<file path="config.mk">
export PLATFORM = sky130hd
export DESIGN_NAME = wb_port_arbiter
export DESIGN_NICKNAME = d
export VERILOG_FILES = /design/src/rtl/wb_port_arbiter_pkg.sv /design/src/rtl/wb_md_fifo.sv /design/src/rtl/wb_port_arbiter.sv
export SDC_FILE = /design/constraint.sdc
export NUM_CORES = 1
export LEC_CHECK = 0
export ABC_AREA = 0
export BUFFER_PORTS_ARGS = -buffer_cell sky130_fd_sc_hd__buf_2
export CORE_MARGIN = 2
export CORE_UTILIZATION = 47
export DETAILED_ROUTE_END_ITERATION = 16
export MAX_ROUTING_LAYER = met4
export PLACE_DENSITY = 0.78
export REMOVE_ABC_BUFFERS = 1
export SYNTH_ARGS = -nofsm -noshare
export SYNTH_HDL_FRONTEND = slang
export SYNTH_SLANG_ARGS = --single-unit
</file>
<file path="constraint.sdc">
create_clock -name clk -period 6.7 [get_ports clk]
set_clock_uncertainty 0.2 [all_clocks]
set_input_delay 0.67 -clock clk [delete_from_list [all_inputs] [get_ports clk]]
set_output_delay 0.67 -clock clk [all_outputs]
set_load 0.01 [all_outputs]
</file>
<file path="src/rtl/wb_port_arbiter_pkg.sv">
// Shared constants and state encoding for the writeback-port arbiter.
// Sizes the register index and default data width used by the arbiter and its FIFO.
package wb_port_arbiter_pkg;

  localparam int DEF_XLEN  = 64;
  localparam int REG_IDX_W = 5;

  typedef enum logic {
    ST_NORMAL = 1'b0,
    ST_DRAIN  = 1'b1
  } arb_state_e;

endpackage

</file>
<file path="src/rtl/wb_md_fifo.sv">
// Synchronous FIFO for buffered mul/div results, with a destination-index probe
// over all live entries so hazard logic can see pending writes.
module wb_md_fifo
  import wb_port_arbiter_pkg::*;
#(
  parameter int DEPTH = 2,
  parameter int DW    = 64
) (
  input  logic                    clk,
  input  logic                    rst,
  input  logic                    push,
  input  logic [REG_IDX_W-1:0]    push_idx,
  input  logic [DW-1:0]           push_data,
  input  logic                    pop,
  output logic [REG_IDX_W-1:0]    head_idx,
  output logic [DW-1:0]           head_data,
  output logic                    full,
  output logic                    empty,
  output logic [$clog2(DEPTH):0]  count,
  input  logic [REG_IDX_W-1:0]    chk_idx,
  output logic                    chk_hit
);

  localparam int AW = $clog2(DEPTH);

  logic [REG_IDX_W-1:0] idx_mem  [DEPTH];
  logic [DW-1:0]        data_mem [DEPTH];
  logic [AW:0]          wptr;
  logic [AW:0]          rptr;
  logic [AW-1:0]        offs;

  assign count     = wptr - rptr;
  assign empty     = (wptr == rptr);
  assign full      = (wptr[AW-1:0] == rptr[AW-1:0]) && (wptr[AW] != rptr[AW]);
  assign head_idx  = idx_mem[rptr[AW-1:0]];
  assign head_data = data_mem[rptr[AW-1:0]];

  always_ff @(posedge clk) begin
    if (rst) begin
      wptr <= '0;
      rptr <= '0;
    end else begin
      if (push) wptr <= wptr + 1'b1;
      if (pop)  rptr <= rptr + 1'b1;
    end
  end

  always_ff @(posedge clk) begin
    if (push) begin
      idx_mem[wptr[AW-1:0]]  <= push_idx;
      data_mem[wptr[AW-1:0]] <= push_data;
    end
  end

  // An entry is live when its distance from the read pointer is below the fill count.
  always_comb begin
    chk_hit = 1'b0;
    offs    = '0;
    for (int i = 0; i < DEPTH; i++) begin
      offs = AW'(i) - rptr[AW-1:0];
      if (({1'b0, offs} < count) && (idx_mem[i] == chk_idx)) chk_hit = 1'b1;
    end
  end

endmodule

</file>
<file path="src/rtl/wb_port_arbiter.sv">
// Arbitrates the single regfile write port between the in-order WB stage and
// buffered mul/div results, stalling the pipe only when the buffer must drain.
module wb_port_arbiter
  import wb_port_arbiter_pkg::*;
#(
  parameter int XLEN         = DEF_XLEN,
  parameter int DEPTH        = 2,
  parameter int STARVE_LIMIT = 4
) (
  input  logic                 clk,
  input  logic                 rst,
  input  logic                 pipe_valid_i,
  input  logic                 pipe_wen_i,
  input  logic [REG_IDX_W-1:0] pipe_rd_idx_i,
  input  logic [XLEN-1:0]      pipe_rd_data_i,
  output logic                 pipe_stall_o,
  input  logic                 md_valid_i,
  output logic                 md_ready_o,
  input  logic [REG_IDX_W-1:0] md_rd_idx_i,
  input  logic [XLEN-1:0]      md_rd_data_i,
  output logic                 rf_wen_o,
  output logic [REG_IDX_W-1:0] rf_waddr_o,
  output logic [XLEN-1:0]      rf_wdata_o,
  input  logic [REG_IDX_W-1:0] chk_idx_i,
  output logic                 chk_hit_o,
  output logic                 md_busy_o
);

  localparam int SW = $clog2(STARVE_LIMIT + 1);

  arb_state_e state_q, state_d;
  logic [SW-1:0] starve_q, starve_d;

  logic                    pipe_req, md_nz, md_in, starved, drain;
  logic                    grant_head, grant_pipe, bypass, push;
  logic [REG_IDX_W-1:0]    head_idx;
  logic [XLEN-1:0]         head_data;
  logic                    fifo_full, fifo_empty, fifo_hit;
  logic [$clog2(DEPTH):0]  fifo_count;

  wb_md_fifo #(.DEPTH(DEPTH), .DW(XLEN)) u_fifo (
    .clk       (clk),
    .rst       (rst),
    .push      (push),
    .push_idx  (md_rd_idx_i),
    .push_data (md_rd_data_i),
    .pop       (grant_head),
    .head_idx  (head_idx),
    .head_data (head_data),
    .full      (fifo_full),
    .empty     (fifo_empty),
    .count     (fifo_count),
    .chk_idx   (chk_idx_i),
    .chk_hit   (fifo_hit)
  );

  always_ff @(posedge clk) begin
    if (rst) begin
      state_q  <= ST_NORMAL;
      starve_q <= '0;
    end else begin
      state_q  <= state_d;
      starve_q <= starve_d;
    end
  end

  // The drain decision is combinational so the cycle that enters DRAIN already drains.
  always_comb begin
    pipe_req   = pipe_valid_i && pipe_wen_i && (pipe_rd_idx_i != '0);
    md_nz      = (md_rd_idx_i != '0);
    starved    = (starve_q == SW'(STARVE_LIMIT));
    drain      = (state_q == ST_DRAIN) || (fifo_full && pipe_req) || starved;
    grant_head = !fifo_empty && (drain || !pipe_req);
    grant_pipe = !drain && pipe_req;
    bypass     = !drain && !pipe_req && fifo_empty && md_valid_i && md_nz;
    md_ready_o = !fifo_full || grant_head;
    md_in      = md_valid_i && md_ready_o;
    push       = md_in && md_nz && !bypass;

    pipe_stall_o = drain && pipe_valid_i;
    md_busy_o    = !fifo_empty;
    rf_wen_o     = 1'b0;
    rf_waddr_o   = '0;
    rf_wdata_o   = '0;
    if (grant_head) begin
      rf_wen_o   = 1'b1;
      rf_waddr_o = head_idx;
      rf_wdata_o = head_data;
    end else if (grant_pipe) begin
      rf_wen_o   = 1'b1;
      rf_waddr_o = pipe_rd_idx_i;
      rf_wdata_o = pipe_rd_data_i;
    end else if (bypass) begin
      rf_wen_o   = 1'b1;
      rf_waddr_o = md_rd_idx_i;
      rf_wdata_o = md_rd_data_i;
    end

    chk_hit_o = (chk_idx_i != '0) &&
                (fifo_hit || ((bypass || push) && (md_rd_idx_i == chk_idx_i)));

    state_d = ST_NORMAL;
    if (drain && !fifo_empty && !(grant_head && !push && (fifo_count == 1)))
      state_d = ST_DRAIN;

    starve_d = starve_q;
    if (fifo_empty || grant_head) starve_d = '0;
    else if (!starved)            starve_d = starve_q + 1'b1;
  end

endmodule
</file>
==> results.md <==
- Fillers: 1,194
- Number of global-route vias before repair: 4,953
- Gp weighted congestion: 0.895
- Worst Path Buf+Inv: 4
- Die area: 16,200 um^2
- Hold Fails Final Rpt: 0
- First-pass GRT wire length: 25,300 um
- Starting density of the core: 47.5%
- Commonest non-fill, non-tap cell in the layout: buf_2
- Seq cells post-synth: 147
- Detailed-placement wirelength estimate: 10,800 um
- Fin crit share: 63.8%
- Tmin final: 4.27 ns
- Leakage power: 3.39 nW
- Power per cell area: 395 nW/um^2
- Critical setup path kind: input port to output port
- EDFF count, synth: 138
- Critical path's top delay family: buffers and inverters
- GRT Overall Usage: 20.6%
- RSZ-0062 raised after global routing: no
- End-of-flow core utilization: 59.3%
- # resized after CTS: 0
- Nets: 845
- Most frequent cells in the layout: 220 x buf_2, 138 x edfxtp_1, 71 x mux2i_1
- Syn-to-layout area delta: 24.7%
- Hold Path Class: input port to flip-flop
- DRT antenna net count: 0
- Synth Area per Inst: 14.4 um^2
- Synth warn: 0
- Clk_lat worst skew: 0.41 ns
- Pwr Total: 3.52 mW
- Fmax: 234 MHz
- FF+latch area: 4330 um^2
- CTS max path bufs: 2
- Status: finished clean
- Worst slack, placed: 2.45 ns
- CTS tree: built
- Core Box Area: 15,000 um^2
- Final setup fails: 0
- IO buf count: 220
- Rel. slew slack: 22.2%
- Die X-Extent: 127 um
- Slew @ Worst Pin: 1.17 ns
- DR WL/cell: 18.5 um
- Main synth FF type: edfxtp_1
- Startpoint class of the critical path: input port
- Initial DRC Count: 417
- H-tree depth: 4
- Drt first pass iters: 4
- Largest net degree at the start of global routing: 71
- Die Height: 127 um
- Initial antenna violation count: 1
- Clock Sinks: 147
- Max cap viols: 0
- Ports: 222
- Worst endpoint data arrival time: 3.40 ns
- Vias/cell: 5.85
- CP Max Fanout: 70
- Max rail drop VDD: 0.253 mV
- WL final: 16,500 um
- Footprint of the multi-input gates: 2540 um^2
- Slew Viols, Final: 0
- Grt ovf: 0
- Yosys cell types: 38
- Post-Syn Area: 7140 um^2
- Critical Path RT: 5.83 ns
- Post-CTS setup buffers: 0
- Final setup margin: 2.43 ns
- TritonCTS Buffers: 17
- Critical path's slowest cell: or4_4
- Root Driver: clkbuf_16
- Worst setup EP type: output port
- Post-synthesis sequential area ratio: 60.5%
- Number of remaining DRC errors: 0
- Worst path max stage delay: 0.53 ns
- Layout cells sized above 1: 38.2%
- Synth Instances: 495
- Synth async-reset ratio: 0%
- CP cell instances: buf_2 > or4_4 > o211a_2 > buf_4 > and2_2 > buf_4 > a221o_1 > buf_2
- # hold bufs at CTS: 0
- Worst-path clk slew: 0.06 ns
- Num rows: 45
- Via count: 5,225
-- power by group --
part / internal (mW) / switching, mW
clock network: 0.651 / 0.340
logic: 0.552 / 0.762
registers: 1.15 / 0.0617
-- through the flow --
step | hold WS [ns] | TNS (ns) | cell area, um^2 | std cells
after global routing | 0.245 | 0 | 8910 | 893
final | 0.264 | 0 | 8910 | 893
after global placement | 0.325 | 0 | 8290 | 861
after floorplan | 0.313 | -16.69 | 6860 | 445
after detailed placement | 0.366 | 0 | 8290 | 861
after CTS | 0.242 | 0 | 8910 | 892
-- sequential cells by signal, summed over array words and instances, names as in the netlist, named ones only --
name             flops
u_fifo.rptr          2
u_fifo.wptr          2
starve_q             3
u_fifo.idx_mem      10
u_fifo.data_mem    128
state_q              1
-- layer usage --
metal	share of wire, %	GRT usage, %
met2	51	34.3
met3	6.4	4.65
met5	0	-
met4	1.1	7.37
met1	42	24.7
-- cell families (layout without fill, tap and decap cells) --
group / after synthesis / after routing / synth area share (%)
XOR/XNOR: 18 / 18 / 2.21
multiplexers: 76 / 76 / 10.7
other: 1 / 2 / 0.0525
AO/OA/AOI/OAI: 155 / 155 / 18.7
AND/OR/NAND/NOR: 37 / 37 / 2.70
flip-flops: 147 / 147 / 60.5
buffers and inverters: 56 / 265 / 4.24
adder cells (fa/ha/maj): 5 / 5 / 0.876
-- Yosys cell counts, types with 2 or more instances --
| cell type | instances | area [um^2] |
|---|---|---|
| edfxtp_1 | 138 | 4140 |
| a211oi_1 | 71 | 533 |
| mux2i_1 | 71 | 711 |
| a221o_1 | 69 | 691 |
| clkbuf_1 | 20 | 75.1 |
| buf_2 | 17 | 85.1 |
| xor2_1 | 13 | 114 |
| nor2_1 | 11 | 41.3 |
| dfxtp_1 | 9 | 180 |
| buf_6 | 8 | 90.1 |
| inv_1 | 6 | 22.5 |
| nor3_1 | 6 | 30.0 |
| ha_1 | 5 | 62.6 |
| mux2_2 | 5 | 56.3 |
| nand2_1 | 5 | 18.8 |
| xnor2_1 | 5 | 43.8 |
| a21oi_1 | 3 | 15.0 |
| and2_1 | 3 | 18.8 |
| buf_4 | 3 | 22.5 |
| nor4_1 | 3 | 18.8 |
| buf_1 | 2 | 7.51 |
| nor2b_1 | 2 | 12.5 |
| o2111ai_1 | 2 | 17.5 |
| o211ai_1 | 2 | 15.0 |
| o21a_1 | 2 | 15.0 |
| o21ai_0 | 2 | 10.0 |
-- area by class of cell --
| class | instances | share of cell area [%] |
|---|---|---|
| inverter | 6 | 0.253 |
| timing repair buffer | 228 | 13.0 |
| clock buffer | 18 | 4.82 |
| sequential | 147 | 48.6 |
| multi-input combinational | 292 | 28.5 |
| antenna | 1 | 0.0281 |
| tap | 188 | 2.64 |
| clock inverter | 13 | 2.13 |
-- path summary, 6_finish.rpt --
| kind | from | endpoint | slack [ns] | cells past startpoint |
|---|---|---|---|---|
| worst min register to register | starve_q[1] | starve_q[1] | 0.37 | 2 |
| worst max register to register | u_fifo.rptr[0] | u_fifo.data_mem[0][35] | 3.50 | 6 |
| worst max-delay path | pipe_rd_idx_i[3] | rf_wdata_o[35] | 2.43 | 8 |
| worst min-delay path | md_rd_data_i[38] | u_fifo.data_mem[1][38] | 0.26 | 1 |
Note: power is estimated with default switching activity, not from simulation.
